[src/rtl/ccff_pkg.sv]
// Shared types and constants for the configuration flip-flop bitstream loader.
package ccff_pkg;

  typedef enum logic [1:0] {
    ST_IDLE,
    ST_FETCH,
    ST_SHIFT,
    ST_DONE
  } loader_state_e;

  localparam logic [15:0] CCFF_CRC_POLY = 16'h1021;
  localparam logic [15:0] CCFF_CRC_INIT = 16'hFFFF;

endpackage

[src/rtl/ccff_bitstream_loader_if.sv]
// Byte-stream valid/ready port feeding the loader; master drives data, slave returns ready.
interface ccff_bitstream_loader_if #(
  parameter int DATA_W = 8
) ();

  logic [DATA_W-1:0] s_data;
  logic              s_valid;
  logic              s_ready;

  modport master (output s_data, output s_valid, input s_ready);
  modport slave  (input s_data, input s_valid, output s_ready);

endinterface

[src/rtl/ccff_crc16.sv]
// Bit-serial CRC-16-CCITT (MSB-first, no reflection, no final xor); clr loads the init value.
module ccff_crc16
  import ccff_pkg::*;
(
  input  logic        prog_clk,
  input  logic        prog_reset,
  input  logic        en,
  input  logic        clr,
  input  logic        din,
  output logic [15:0] crc
);

  logic [15:0] r_crc;
  logic        w_fb;

  assign w_fb = r_crc[15] ^ din;
  assign crc  = r_crc;

  always_ff @(posedge prog_clk) begin
    if (prog_reset) begin
      r_crc <= '0;
    end else if (clr) begin
      r_crc <= CCFF_CRC_INIT;
    end else if (en) begin
      r_crc <= {r_crc[14:0], 1'b0} ^ (w_fb ? CCFF_CRC_POLY : 16'h0000);
    end
  end

endmodule

[src/rtl/ccff_bitstream_loader.sv]
// Serializes a byte stream MSB-first into a CCFF chain for exactly CHAIN_LEN shift cycles.
// Optional readback signature of the displaced chain contents: `define CCFF_READBACK_CRC_EN.
module ccff_bitstream_loader
  import ccff_pkg::*;
#(
  parameter int CHAIN_LEN = 1024,
  parameter int DATA_W    = 8
) (
  input  logic                     prog_clk,
  input  logic                     prog_reset,
  input  logic                     start,
  input  logic                     abort,
  ccff_bitstream_loader_if.slave   s_bus,
  output logic                     ccff_head,
  output logic                     ccff_shift_en,
  input  logic                     ccff_tail,
  output logic                     busy,
  output logic                     done,
  output logic                     aborted,
  output logic [15:0]              crc
);

  localparam int CNT_W = $clog2(CHAIN_LEN + 1);
  localparam int NB_W  = $clog2(DATA_W + 1);
  localparam logic [CNT_W-1:0] LP_LAST_BIT = CNT_W'(CHAIN_LEN - 1);

  loader_state_e     r_state;
  logic [DATA_W-1:0] r_word;
  logic [NB_W-1:0]   r_nbits;
  logic [CNT_W-1:0]  r_bit_cnt;
  logic              r_ready;
  logic              r_head;
  logic              r_shift_en;
  logic              r_busy;
  logic              r_done;
  logic              r_aborted;
  logic              w_crc_clr;

  assign s_bus.s_ready = r_ready;
  assign ccff_head     = r_head;
  assign ccff_shift_en = r_shift_en;
  assign busy          = r_busy;
  assign done          = r_done;
  assign aborted       = r_aborted;
  assign w_crc_clr     = (r_state == ST_IDLE) && start;

  // NOTE: all state uses non-blocking assignments so every register samples pre-edge values.
  always_ff @(posedge prog_clk) begin
    if (prog_reset) begin
      r_state    <= ST_IDLE;
      r_word     <= '0;
      r_nbits    <= '0;
      r_bit_cnt  <= '0;
      r_ready    <= 1'b0;
      r_head     <= 1'b0;
      r_shift_en <= 1'b0;
      r_busy     <= 1'b0;
      r_done     <= 1'b0;
      r_aborted  <= 1'b0;
    end else begin
      r_shift_en <= 1'b0;
      r_done     <= 1'b0;
      r_aborted  <= 1'b0;
      if (abort && (r_state != ST_IDLE)) begin
        r_state   <= ST_IDLE;
        r_ready   <= 1'b0;
        r_busy    <= 1'b0;
        r_aborted <= 1'b1;
      end else begin
        case (r_state)
          ST_IDLE: begin
            if (start) begin
              r_state   <= ST_FETCH;
              r_bit_cnt <= '0;
              r_ready   <= 1'b1;
              r_busy    <= 1'b1;
            end
          end
          ST_FETCH: begin
            if (s_bus.s_valid) begin
              r_word  <= s_bus.s_data;
              r_nbits <= NB_W'(DATA_W);
              r_ready <= 1'b0;
              r_state <= ST_SHIFT;
            end
          end
          ST_SHIFT: begin
            r_head     <= r_word[DATA_W-1];
            r_shift_en <= 1'b1;
            r_word     <= r_word << 1;
            r_nbits    <= r_nbits - NB_W'(1);
            r_bit_cnt  <= r_bit_cnt + CNT_W'(1);
            // Chain length wins over word boundary: leftover low bits of the last word are dropped.
            if (r_bit_cnt == LP_LAST_BIT) begin
              r_state <= ST_DONE;
              r_busy  <= 1'b0;
            end else if (r_nbits == NB_W'(1)) begin
              r_state <= ST_FETCH;
              r_ready <= 1'b1;
            end
          end
          ST_DONE: begin
            r_done  <= 1'b1;
            r_state <= ST_IDLE;
          end
          default: r_state <= ST_IDLE;
        endcase
      end
    end
  end

`ifdef CCFF_READBACK_CRC_EN
  // Signature of the configuration being displaced: tail is sampled before each shift.
  ccff_crc16 u_crc (
    .prog_clk   (prog_clk),
    .prog_reset (prog_reset),
    .en         (r_shift_en),
    .clr        (w_crc_clr),
    .din        (ccff_tail),
    .crc        (crc)
  );
`else
  logic w_unused_tail;
  assign w_unused_tail = ccff_tail ^ w_crc_clr;
  assign crc           = '0;
`endif

endmodule

[src/flat_wrapper.sv]
// flat-port wrapper written by rule: the top's interface ports become plain ports
module ccff_bitstream_loader_flat import ccff_pkg::*;
#(
  parameter int CHAIN_LEN = 1024,
  parameter int DATA_W    = 8
)
  (prog_clk, prog_reset, start, abort, ccff_head, ccff_shift_en, ccff_tail, busy, done, aborted, crc, s_bus_s_data, s_bus_s_valid, s_bus_s_ready);
  ccff_bitstream_loader_if #(.DATA_W(DATA_W)) s_bus_i ();
  input  logic prog_clk;
  input  logic prog_reset;
  input  logic start;
  input  logic abort;
  output logic ccff_head;
  output logic ccff_shift_en;
  input  logic ccff_tail;
  output logic busy;
  output logic done;
  output logic aborted;
  output logic [15:0] crc;
  input wire logic [$bits(s_bus_i.s_data)-1:0] s_bus_s_data;
  input wire logic [$bits(s_bus_i.s_valid)-1:0] s_bus_s_valid;
  output wire logic [$bits(s_bus_i.s_ready)-1:0] s_bus_s_ready;
  assign s_bus_i.s_data = s_bus_s_data;
  assign s_bus_i.s_valid = s_bus_s_valid;
  assign s_bus_s_ready = s_bus_i.s_ready;
  ccff_bitstream_loader #(.CHAIN_LEN(CHAIN_LEN), .DATA_W(DATA_W)) u_core (.prog_clk(prog_clk), .prog_reset(prog_reset), .start(start), .abort(abort), .s_bus(s_bus_i), .ccff_head(ccff_head), .ccff_shift_en(ccff_shift_en), .ccff_tail(ccff_tail), .busy(busy), .done(done), .aborted(aborted), .crc(crc));
endmodule
[config.mk]
export PLATFORM = sky130hd
export DESIGN_NAME = ccff_bitstream_loader_flat
export DESIGN_NICKNAME = d
export VERILOG_FILES = /design/src/rtl/ccff_pkg.sv /design/src/rtl/ccff_bitstream_loader_if.sv /design/src/rtl/ccff_crc16.sv /design/src/rtl/ccff_bitstream_loader.sv /design/src/flat_wrapper.sv
export SDC_FILE = /design/constraint.sdc
export NUM_CORES = 1
export LEC_CHECK = 0
export CAP_MARGIN = 20
export CORE_AREA = 2 2 64 66
export DETAILED_ROUTE_END_ITERATION = 10
export DIE_AREA = 0 0 66 68
export MAX_ROUTING_LAYER = met4
export PLACE_DENSITY = 0.71
export REMOVE_ABC_BUFFERS = 1
export SETUP_SLACK_MARGIN = 0.02
export SLEW_MARGIN = 20
export SYNTH_ARGS = -nofsm -noshare
export SYNTH_HDL_FRONTEND = slang
export SYNTH_SLANG_ARGS = --single-unit
[constraint.sdc]
create_clock -name prog_clk -period 3.1 [get_ports prog_clk]
set_clock_uncertainty 0.2 [all_clocks]
set_input_delay 0.93 -clock prog_clk [delete_from_list [all_inputs] [get_ports prog_clk]]
set_output_delay 0.93 -clock prog_clk [all_outputs]
set_load 0.02 [all_outputs]
==> flow_metrics.py, run 1 <==
metrics = {
    "setup_path": {
        "cp_cell_sequence": "clkdlybuf4s50_1 > nand2b_1 > and3_1 > buf_4 > a21oi_1 > a311oi_1",
        "worst-setup-path-type": "in2reg",
        "crit_path_end_kind": "register",
        "slowest_delay_ns": 0.49,
        "reg2reg_to": "u_core.r_bit_cnt[8]",
        "start_kind": "primary input",
        "critPathArrivalTime_ns": 2.43,
        "r2r-start": "u_core.r_state[0]",
        "reg2reg_slack_ns": 0.86,
        "worstPathRequired_ns": 3.09,
        "worst_path_max_delay_cell": "clkdlybuf4s50_1",
        "critPathMaxFanout": 20,
        "ff2ff_path_depth": 6,
    },
    "sta": {
        "finalWorstSetupSlack_ns": 0.6665,
        "fmax_mhz": 410.9,
        "period_share": 0.7850,
        "finalMaxSlewViolations": 0,
        "relSlewSlack": 0.6529,
        "setup_viol": 0,
        "period_needed_ns": 2.434,
        "setup-tns-final_ns": 0,
        "final-hold-violation-count": 0,
        "tightest_slew_ns": 0.5076,
        "rsz0062_at_grt": "false",
    },
    "global_routing": {
        "grt_pass1_vias": 1144,
        "grt_use_met1": 0.1845,
        "grtUsageMet3": 0.03947,
        "grt_use_met2": 0.2285,
        "globalRouteTotalUtil": 0.1501,
        "antenna_found_initial": 0,
        "gr-total-overflow": 0,
        "grt.busiest_layer": "met2",
        "grt_max_degree": 21,
        "grt_pass1_wl_mm": 4.961,
    },
    "die": {
        "rows": 23,
        "die_w_um": 66,
        "initial_core_util": 0.4322,
        "die_h_um": 68,
        "dieArea_sq_um": 4488,
        "ios": 36,
        "core_sq_um": 3856,
    },
    "hold_path": {
        "hp-start": "u_core.ccff_head",
        "min_to": "u_core.ccff_head",
        "hold_class": "reg2reg",
        "worstHoldPathCells": 2,
    },
    "cells_and_area": {
        "layout.nets": 228,
        "final_common_cell": "dfxtp_1",
        "drive_gt1_frac": 0.06731,
        "mostFrequentLayoutCells": "dfxtp_1, nor2_1, clkdlybuf4s50_1, conb_1, nand2_1",
        "final_core_util": 0.5010,
        "n_antenna_cell": 0,
        "area_growth_pct": 15.92,
        "fillers": 406,
    },
    "clock_tree": {
        "cts_made_buffers": 5,
        "postCtsSetupBuffers": 0,
        "cts_hold_buf": 0,
        "cts.sink_count": 31,
        "cts_tree": "yes",
        "cts_max_level": 2,
        "cts_buffer_depth": 2,
        "root_buffer": "clkbuf_8",
        "clk_latency_ns": 0.28,
        "ctsResizeCount": 0,
        "clk_pin_slew_ns": 0.06,
    },
    "route": {
        "drcViolationCount": 0,
        "dr.pass1.iters": 4,
        "routed_wl_mm": 3.019,
        "wl_per_cell_um": 11.70,
        "antenna_left": 0,
        "dr_total_vias": 1299,
        "first_iter_violations": 51,
        "viasPerCell": 5.035,
    },
    "synthesis": {
        "yosys.area_share.simple": 0.2132,
        "synth_top_family_by_area": "simple AND/OR/NAND/NOR gates",
        "ys_types": 41,
        "synthCells": 185,
        "synth_warnings": 0,
        "synthesis.area_sq_um": 1667,
        "synth_adder_area_share": 0.05255,
        "synth.avg_cell_area_sq_um": 9.009,
        "synth_compound_gate_area_share": 0.1697,
        "synthMuxAreaShare": 0.04805,
        "seq_area_frac_synth": 0.3724,
        "synth_xor_area_frac": 0.03679,
        "ys_ff_latch": 31,
    },
    "power": {
        "leakage_uw": 0.0007267,
        "power_density_nw_per_um2": 730.7,
        "ir_drop_uv": 346.0,
    },
    "place": {
        "gp_congestion": 0.7510,
        "hpwlAfterDp_mm": 2.160,
        "io_buffers": 18,
        "pre_cts_slack_ns": 0.3643,
    },
    "job": {
        "cap_violations": 0,
    },
    "status": {
        "status": "finished, final reports clean",
    },
}
==> registers in the layout, indices dropped and copies added (netlist names) <==
signal and flops:
u_core.ccff_shift_en 1, u_core.r_word 8, u_core.ccff_head 1, u_core.s_bus.s_ready 1, u_core.aborted 1, u_core.r_state 2
u_core.r_nbits 4, u_core.r_bit_cnt 11, u_core.busy 1, u_core.done 1
==> worst max-delay path: cells and delay by family <==
family / cells / cell delay, ns
buffers and inverters: 2 / 0.71
and+or+nand+nor: 2 / 0.45
AOI/OAI and AO/OA: 2 / 0.33
==> through the flow <==
step / std cells / area (sq um) / hold WS, ns / power (uW)
detailed placement: 250 / 1851 / 0.2571 / 1117
global route: 258 / 1932 / 0.2874 / 1517
finish: 258 / 1932 / 0.2577 / 1412
CTS: 258 / 1932 / 0.2661 / 1425
floorplan: 176 / 1563 / 0.2255 / 944.8
global placement: 250 / 1851 / 0.2443 / 1110
==> power breakdown <==
part	switching, uW	leakage, uW	total [uW]	internal [uW]
logic	326	0.000432	560	233
clock network	148	0.0000422	305	157
registers	57.9	0.000252	547	489
total	532	0.000727	1410	880
==> per-layer routing <==
metal  part of all wire  wire (um)  vias up
li1                   -          -      675
met1               0.50       1516      586
met2               0.43       1306       32
met3              0.043        131        6
met4              0.022         65        0
met5                  0          0        -
==> cell usage after synthesis, drive strengths merged <==
cell type / number / area [sq um]
buf: 20 / 145.1
a221oi: 1 / 8.760
ha: 7 / 87.58
a32oi: 1 / 8.760
nand2: 11 / 41.29
or3: 3 / 18.77
nand4: 1 / 6.260
nand2b: 4 / 25.02
and2b: 1 / 7.510
o31ai: 2 / 15.01
mux2i: 8 / 80.08
a211oi: 7 / 52.55
nand4b: 3 / 26.28
o2111ai: 3 / 43.80
and4: 4 / 35.03
clkbuf: 4 / 15.01
dfxtp: 31 / 620.6
a21o: 1 / 7.510
o21bai: 1 / 7.510
xor2: 7 / 61.31
nand3: 5 / 25.02
a311oi: 2 / 17.52
nor3: 1 / 5.000
nor2b: 3 / 18.77
nand3b: 2 / 15.01
o21ai: 6 / 30.02
inv: 4 / 15.01
nor2: 19 / 71.32
a21oi: 10 / 50.05
nor4b: 1 / 8.760
o211a: 1 / 10.01
and2: 2 / 12.51
a2111oi: 1 / 8.760
conb: 1 / 3.750
o211ai: 3 / 22.52
nor3b: 2 / 26.28
and3: 2 / 12.51
==> cell families (layout without fill, tap and decap cells) <==
logic type	after synthesis	count (layout)
xor+xnor	7	7
simple gates	64	64
compound gates	39	39
buf+inv	28	36
fa+ha+maj	7	7
other cells	1	16
mux	8	8
flops	31	31
==> cell type report <==
cell class | instances | area [sq um] | share of cell area
clock buffer | 7 | 76.32 | 0.03951
clock inverter | 1 | 5.005 | 0.002591
inverter | 4 | 15.01 | 0.007772
multi-input combinational | 141 | 927.1 | 0.4799
sequential | 31 | 620.6 | 0.3212
tap | 50 | 62.56 | 0.03238
timing repair buffer | 24 | 225.2 | 0.1166
==> worst max-delay path by stage <==
stage / slack [ns] / start / cells past startpoint / to
floorplan: 0.71 / u_core.r_state[0] / 6 / u_core.r_bit_cnt[10]
global placement: 0.40 / start / 5 / u_core.s_bus.s_ready
detailed placement: 0.36 / start / 5 / u_core.s_bus.s_ready
CTS: 0.67 / start / 5 / u_core.s_bus.s_ready
global route: 0.56 / abort / 6 / u_core.r_nbits[3]
finish: 0.67 / abort / 6 / u_core.r_nbits[3]
(Power assumes the default switching activity.)
==> run 2, diff against run 1 <==
==> constraint.sdc (replaced) <==
create_clock -name prog_clk -period 2.5 [get_ports prog_clk]
set_clock_uncertainty 0.2 [all_clocks]
set_input_delay 0.75 -clock prog_clk [delete_from_list [all_inputs] [get_ports prog_clk]]
set_output_delay 0.75 -clock prog_clk [all_outputs]
set_load 0.02 [all_outputs]
==> run 2 against run 1 <==
Effect of this change:
- sequential share of layout area fell by 0.71 points
- design area up 2.3%
- critical path type is now reg2out
- power is 30% higher
- sequential power up 23%
- sequential cell count did not move
==> flow_metrics.py, run 2 (synthesis results as in run 1) <==
metrics = {
    "clock_tree": {
        "cts_made_buffers": 5,
        "cts_max_level": 2,
        "clk_pin_slew_ns": 0.06,
        "ctsResizeCount": 0,
        "cts_buffer_depth": 2,
        "clk_latency_ns": 0.29,
        "cts_tree": "yes",
        "cts_hold_buf": 0,
        "postCtsSetupBuffers": 0,
        "cts.sink_count": 31,
        "root_buffer": "clkbuf_8",
    },
    "route": {
        "viasPerCell": 5.027,
        "wl_per_cell_um": 11.66,
        "first_iter_violations": 122,
        "dr_total_vias": 1317,
        "drcViolationCount": 0,
        "dr.pass1.iters": 4,
        "routed_wl_mm": 3.056,
        "antenna_left": 0,
    },
    "cells_and_area": {
        "final_core_util": 0.5123,
        "layout.nets": 233,
        "largestRegisters": "u_core.r_bit_cnt (11), u_core.r_word (8), u_core.r_nbits (4)",
        "multi_input_area_sq_um": 927.1,
        "mostFrequentLayoutCells": "dfxtp_1, nor2_1, clkdlybuf4s50_1, conb_1",
        "area_growth_pct": 18.54,
        "n_antenna_cell": 0,
        "register_area_sq_um": 620.6,
        "final_common_cell": "dfxtp_1",
        "layout.cells.non_filler": 262,
        "drive_gt1_frac": 0.09434,
        "fin_area_sq_um": 1976,
        "top_register": "u_core.r_bit_cnt",
        "fillers": 390,
        "largest_reg_flops": 11,
    },
    "sta": {
        "final-hold-violation-count": 0,
        "setup_viol": 0,
        "period_share": 0.8700,
        "period_needed_ns": 2.175,
        "setup-tns-final_ns": 0,
        "finalMaxSlewViolations": 0,
        "fmax_mhz": 459.8,
        "rsz0062_at_grt": "false",
    },
    "hold_path": {
        "worstHoldPathCells": 2,
        "hold_class": "reg2reg",
    },
    "status": {
        "status": "finished, final reports clean",
    },
    "global_routing": {
        "gr-total-overflow": 0,
        "grt_max_degree": 18,
        "antenna_found_initial": 0,
        "globalRouteTotalUtil": 0.1621,
        "grt_pass1_wl_mm": 5.188,
        "grt_pass1_vias": 1171,
    },
    "power": {
        "leakage_uw": 0.0007548,
        "ir_drop_uv": 663.7,
        "power_density_nw_per_um2": 926.6,
    },
    "die": {
        "initial_core_util": 0.4322,
        "ios": 36,
        "die_w_um": 66,
        "die_h_um": 68,
        "dieArea_sq_um": 4488,
        "rows": 23,
        "core_sq_um": 3856,
    },
    "setup_path": {
        "crit_path_end_kind": "output port",
        "timing.critical_path.max_delay_family": "buffers and inverters",
        "worst-setup-path-type": "reg2out",
        "critical_path_depth": 1,
        "cp_cell_sequence": "clkdlybuf4s50_1",
        "worstPathRequired_ns": 1.55,
        "ff2ff_path_depth": 6,
        "slowest_delay_ns": 0.60,
        "start_kind": "register",
        "crit_buf_inv": 1,
        "critPathMaxFanout": 3,
        "worst_path_max_delay_cell": "clkdlybuf4s50_1",
        "critPathArrivalTime_ns": 1.22,
    },
    "place": {
        "io_buffers": 18,
        "placed_area_sq_um": 1888,
        "gp_congestion": 0.7467,
        "placed_cells": 255,
        "hpwlAfterDp_mm": 2.181,
    },
    "job": {
        "cap_violations": 0,
    },
}
==> run 2: layer usage <==
metal | share of wire | routed length, um | GRT usage | vias up
met1 | 0.49 | 1510 | 0.2048 | 600
met2 | 0.43 | 1316 | 0.2222 | 30
met4 | 0.020 | 62 | 0.08418 | 0
met3 | 0.055 | 167 | 0.06414 | 5
li1 | - | - | - | 682
met5 | 0 | 0 | - | -
==> run 2: per-stage QoR <==
stage / total power [uW] / worst slack, ns / hold slack [ns]
2_1_floorplan: 1172 / 0.1135 / 0.2255
3_3_place_gp: 1433 / 0.07963 / 0.2440
4_1_cts: 1846 / 0.3012 / 0.2592
5_1_grt: 1977 / 0.1586 / 0.2737
3_5_place_dp: 1445 / 0.05281 / 0.2497
6_report: 1831 / 0.3250 / 0.2546
==> run 2: power by group <==
group / switching, uW / internal, uW
Combinational: 422 / 337
Sequential: 66.3 / 607
Clock: 184 / 216
==> run 2: worst register-to-register path, delay by kind of cell (launching register included) <==
kind	cells	cell delay, ns
simple gates	2	0.68
fa+ha+maj	1	0.36
flops	1	0.35
compound gates	2	0.31
buf+inv	1	0.09
==> run 2: area by class of cell <==
class,count,share of cell area
repair buffers,29,0.1330
multi-input cells,141,0.4693
clock buffers,6,0.04180
well taps,50,0.03167
inverters,4,0.007600
clock inverters,1,0.002533
flip-flops and latches,31,0.3141
==> run 2: path summary, 6_finish.rpt <==
path / end / slack (ns) / startpoint
worst max-delay path: busy / 0.33 / u_core.busy
worst min-delay path: u_core.r_word[0] / 0.25 / u_core.r_word[0]
worst max register to register: u_core.r_bit_cnt[8] / 0.46 / u_core.r_state[0]
worst min register to register: u_core.r_word[0] / 0.25 / u_core.r_word[0]
==> run 3, diff against run 2 <==
--- a/config.mk
+++ b/config.mk
@@ -5,12 +5,12 @@
 export SDC_FILE = /design/constraint.sdc
 export NUM_CORES = 1
 export LEC_CHECK = 0
+export ABC_AREA = 1
 export CAP_MARGIN = 20
-export CORE_AREA = 2 2 64 66
+export CORE_AREA = 2 2 73 75
 export DETAILED_ROUTE_END_ITERATION = 10
-export DIE_AREA = 0 0 66 68
+export DIE_AREA = 0 0 75 77
 export MAX_ROUTING_LAYER = met4
-export PLACE_DENSITY = 0.71
 export REMOVE_ABC_BUFFERS = 1
 export SETUP_SLACK_MARGIN = 0.02
 export SLEW_MARGIN = 20
==> run 3 against run 2 <==
Effect of this change:
- synthesized area grew 0.68%
- critical path depth unchanged
- die area grew 29%
- sequential share of layout area rose by 0.32 points
- sequential cell count did not move
- clock-buffer cell count unchanged
- wire length up 0.52%
- sequential power is 5.6% lower
- register-to-register slack barely moved
- critical path type unchanged
- largest cell class unchanged
- highest routed layer unchanged
==> flow_metrics.py, run 3 <==
metrics = {
    "status": {
        "status": "finished, final reports clean",
    },
    "route": {
        "first_iter_violations": 68,
        "antenna_left": 0,
        "dr_total_vias": 1398,
        "dr.pass1.iters": 4,
        "routed_wl_mm": 3.072,
        "wl_per_cell_um": 9.570,
        "drcViolationCount": 0,
        "viasPerCell": 4.355,
    },
    "hold_path": {
        "worstHoldPathCells": 2,
        "hold_class": "reg2reg",
    },
    "clock_tree": {
        "cts_tree": "yes",
        "cts_made_buffers": 5,
        "cts.sink_count": 31,
        "ctsResizeCount": 0,
        "cts_buffer_depth": 2,
        "postCtsSetupBuffers": 0,
        "clk_pin_slew_ns": 0.06,
        "cts_max_level": 2,
        "cts_hold_buf": 0,
        "root_buffer": "clkbuf_8",
        "clk_latency_ns": 0.28,
    },
    "cells_and_area": {
        "drive_gt1_frac": 0.1076,
        "final_common_cell": "nand2_1",
        "top_register": "u_core.r_bit_cnt",
        "largest_reg_flops": 11,
        "largestRegisters": "u_core.r_bit_cnt (11), u_core.r_word (8), u_core.r_nbits (4)",
        "layout.nets": 273,
        "n_antenna_cell": 0,
        "final_core_util": 0.3929,
        "area_growth_pct": 16.56,
        "fillers": 525,
        "mostFrequentLayoutCells": "nand2_1, dfxtp_1, nor2_1, inv_1, clkdlybuf4s50_1",
    },
    "sta": {
        "rsz0062_at_grt": "false",
        "hold_ws_ns": 0.2580,
        "period_needed_ns": 2.158,
        "setup-tns-final_ns": 0,
        "fmax_mhz": 463.5,
        "finalWorstSetupSlack_ns": 0.3424,
        "period_share": 0.8631,
        "finalMaxSlewViolations": 0,
        "final-hold-violation-count": 0,
        "setup_viol": 0,
    },
    "global_routing": {
        "grt_pass1_vias": 1270,
        "gr-total-overflow": 0,
        "antenna_found_initial": 0,
        "grt_max_degree": 16,
        "grt_pass1_wl_mm": 5.347,
        "globalRouteTotalUtil": 0.1198,
    },
    "synthesis": {
        "yosysTopAreaCell": "dfxtp_1",
        "synthCells": 230,
        "synth_top_area_share": 0.3699,
        "yosysMostFrequentCell": "nand2_1",
        "ys_top_cells_by_area": "dfxtp_1, nand2_1, buf_4, nor2_1, inv_1",
        "ys_ff_latch": 31,
        "ys.flop_type": "dfxtp_1",
        "synthArstFlopShare": 0,
        "synth_warnings": 0,
        "seq_area_frac_synth": 0.3699,
        "ys_types": 28,
        "synth-edff-count": 0,
        "synthTopCellsByCount": "nand2_1, dfxtp_1, nor2_1",
        "synthesis.area_sq_um": 1678,
        "synth.avg_cell_area_sq_um": 7.295,
    },
    "setup_path": {
        "timing.critical_path.max_delay_family": "buffers and inverters",
        "critPathArrivalTime_ns": 1.21,
        "slowest_delay_ns": 0.61,
        "ff2ff_path_depth": 11,
        "cp_cell_sequence": "clkdlybuf4s50_1",
        "worstPathRequired_ns": 1.55,
        "crit_path_end_kind": "output port",
        "worst-setup-path-type": "reg2out",
        "critPathMaxFanout": 2,
        "crit_buf_inv": 1,
        "critical_path_depth": 1,
        "start_kind": "register",
        "worst_path_max_delay_cell": "clkdlybuf4s50_1",
    },
    "die": {
        "dieArea_sq_um": 5775,
        "core_sq_um": 4977,
        "die_h_um": 77,
        "die_w_um": 75,
        "ios": 36,
        "rows": 26,
        "initial_core_util": 0.3371,
    },
    "power": {
        "leakage_uw": 0.0008214,
        "power_density_nw_per_um2": 893.8,
        "ir_drop_uv": 551.4,
        "total_power_uw": 1748,
    },
    "place": {
        "pre_cts_slack_ns": 0.1104,
        "io_buffers": 18,
        "hpwlAfterDp_mm": 2.392,
        "gp_congestion": 0.7213,
    },
    "job": {
        "cap_violations": 0,
    },
}
[run 3: final cells by class]
type	instances	area (sq um)	area share
clock buffers	6	72.57	0.03711
inverters	28	112.6	0.05758
multi-input cells	165	847.1	0.4331
repair buffers	21	215.2	0.1100
well taps	70	87.58	0.04479
flip-flops and latches	31	620.6	0.3173
[run 3: path summary, 6_finish.rpt]
| kind | from | end | slack (ns) |
|---|---|---|---|
| max reg2reg | u_core.r_state[0] | u_core.r_bit_cnt[7] | 0.46 |
| max | u_core.busy | busy | 0.34 |
| min | u_core.r_bit_cnt[7] | u_core.r_bit_cnt[7] | 0.26 |
| min reg2reg | u_core.r_bit_cnt[7] | u_core.r_bit_cnt[7] | 0.26 |
[run 3: cell families after synthesis]
kind of cell,count (synthesis),synth area share
simple gates,108,0.2990
buf+inv,49,0.1588
compound gates,33,0.1126
flops,31,0.3699
fa+ha+maj,7,0.05220
xor+xnor,1,0.005221
other cells,1,0.002235
[run 3: worst register-to-register path, cell delays in order, from the launching register on]
cell	delay, ns
dfxtp_1	0.41
inv_1	0.09
ha_1	0.36
inv_6	0.21
nand2_8	0.07
nand3_4	0.11
inv_1	0.07
nand2_1	0.10
nand2_2	0.09
inv_4	0.11
nand2_1	0.07
a21oi_2	0.09
[run 3: stage by stage]
| stage | instance area [sq um] | std cells |
|---|---|---|
| after floorplan | 1580 | 224 |
| after global placement | 1883 | 315 |
| after detailed placement | 1883 | 315 |
| after CTS | 1956 | 321 |
| after global routing | 1956 | 321 |
| final | 1956 | 321 |
[run 3: report_power, final]
| group | switching (uW) | total, uW | internal [uW] |
|---|---|---|---|
| Combinational | 473 | 764 | 291 |
| Clock | 164 | 349 | 185 |
| Sequential | 49.1 | 635 | 585 |
| Total | 686 | 1750 | 1060 |
[run 3: metal layers]
metal / GRT usage / vias to the layer above / share of wire
li1: - / 740 / -
met5: - / - / 0
met2: 0.1772 / 35 / 0.45
met4: 0.05357 / 0 / 0.017
met3: 0.03548 / 7 / 0.058
met1: 0.1489 / 616 / 0.47
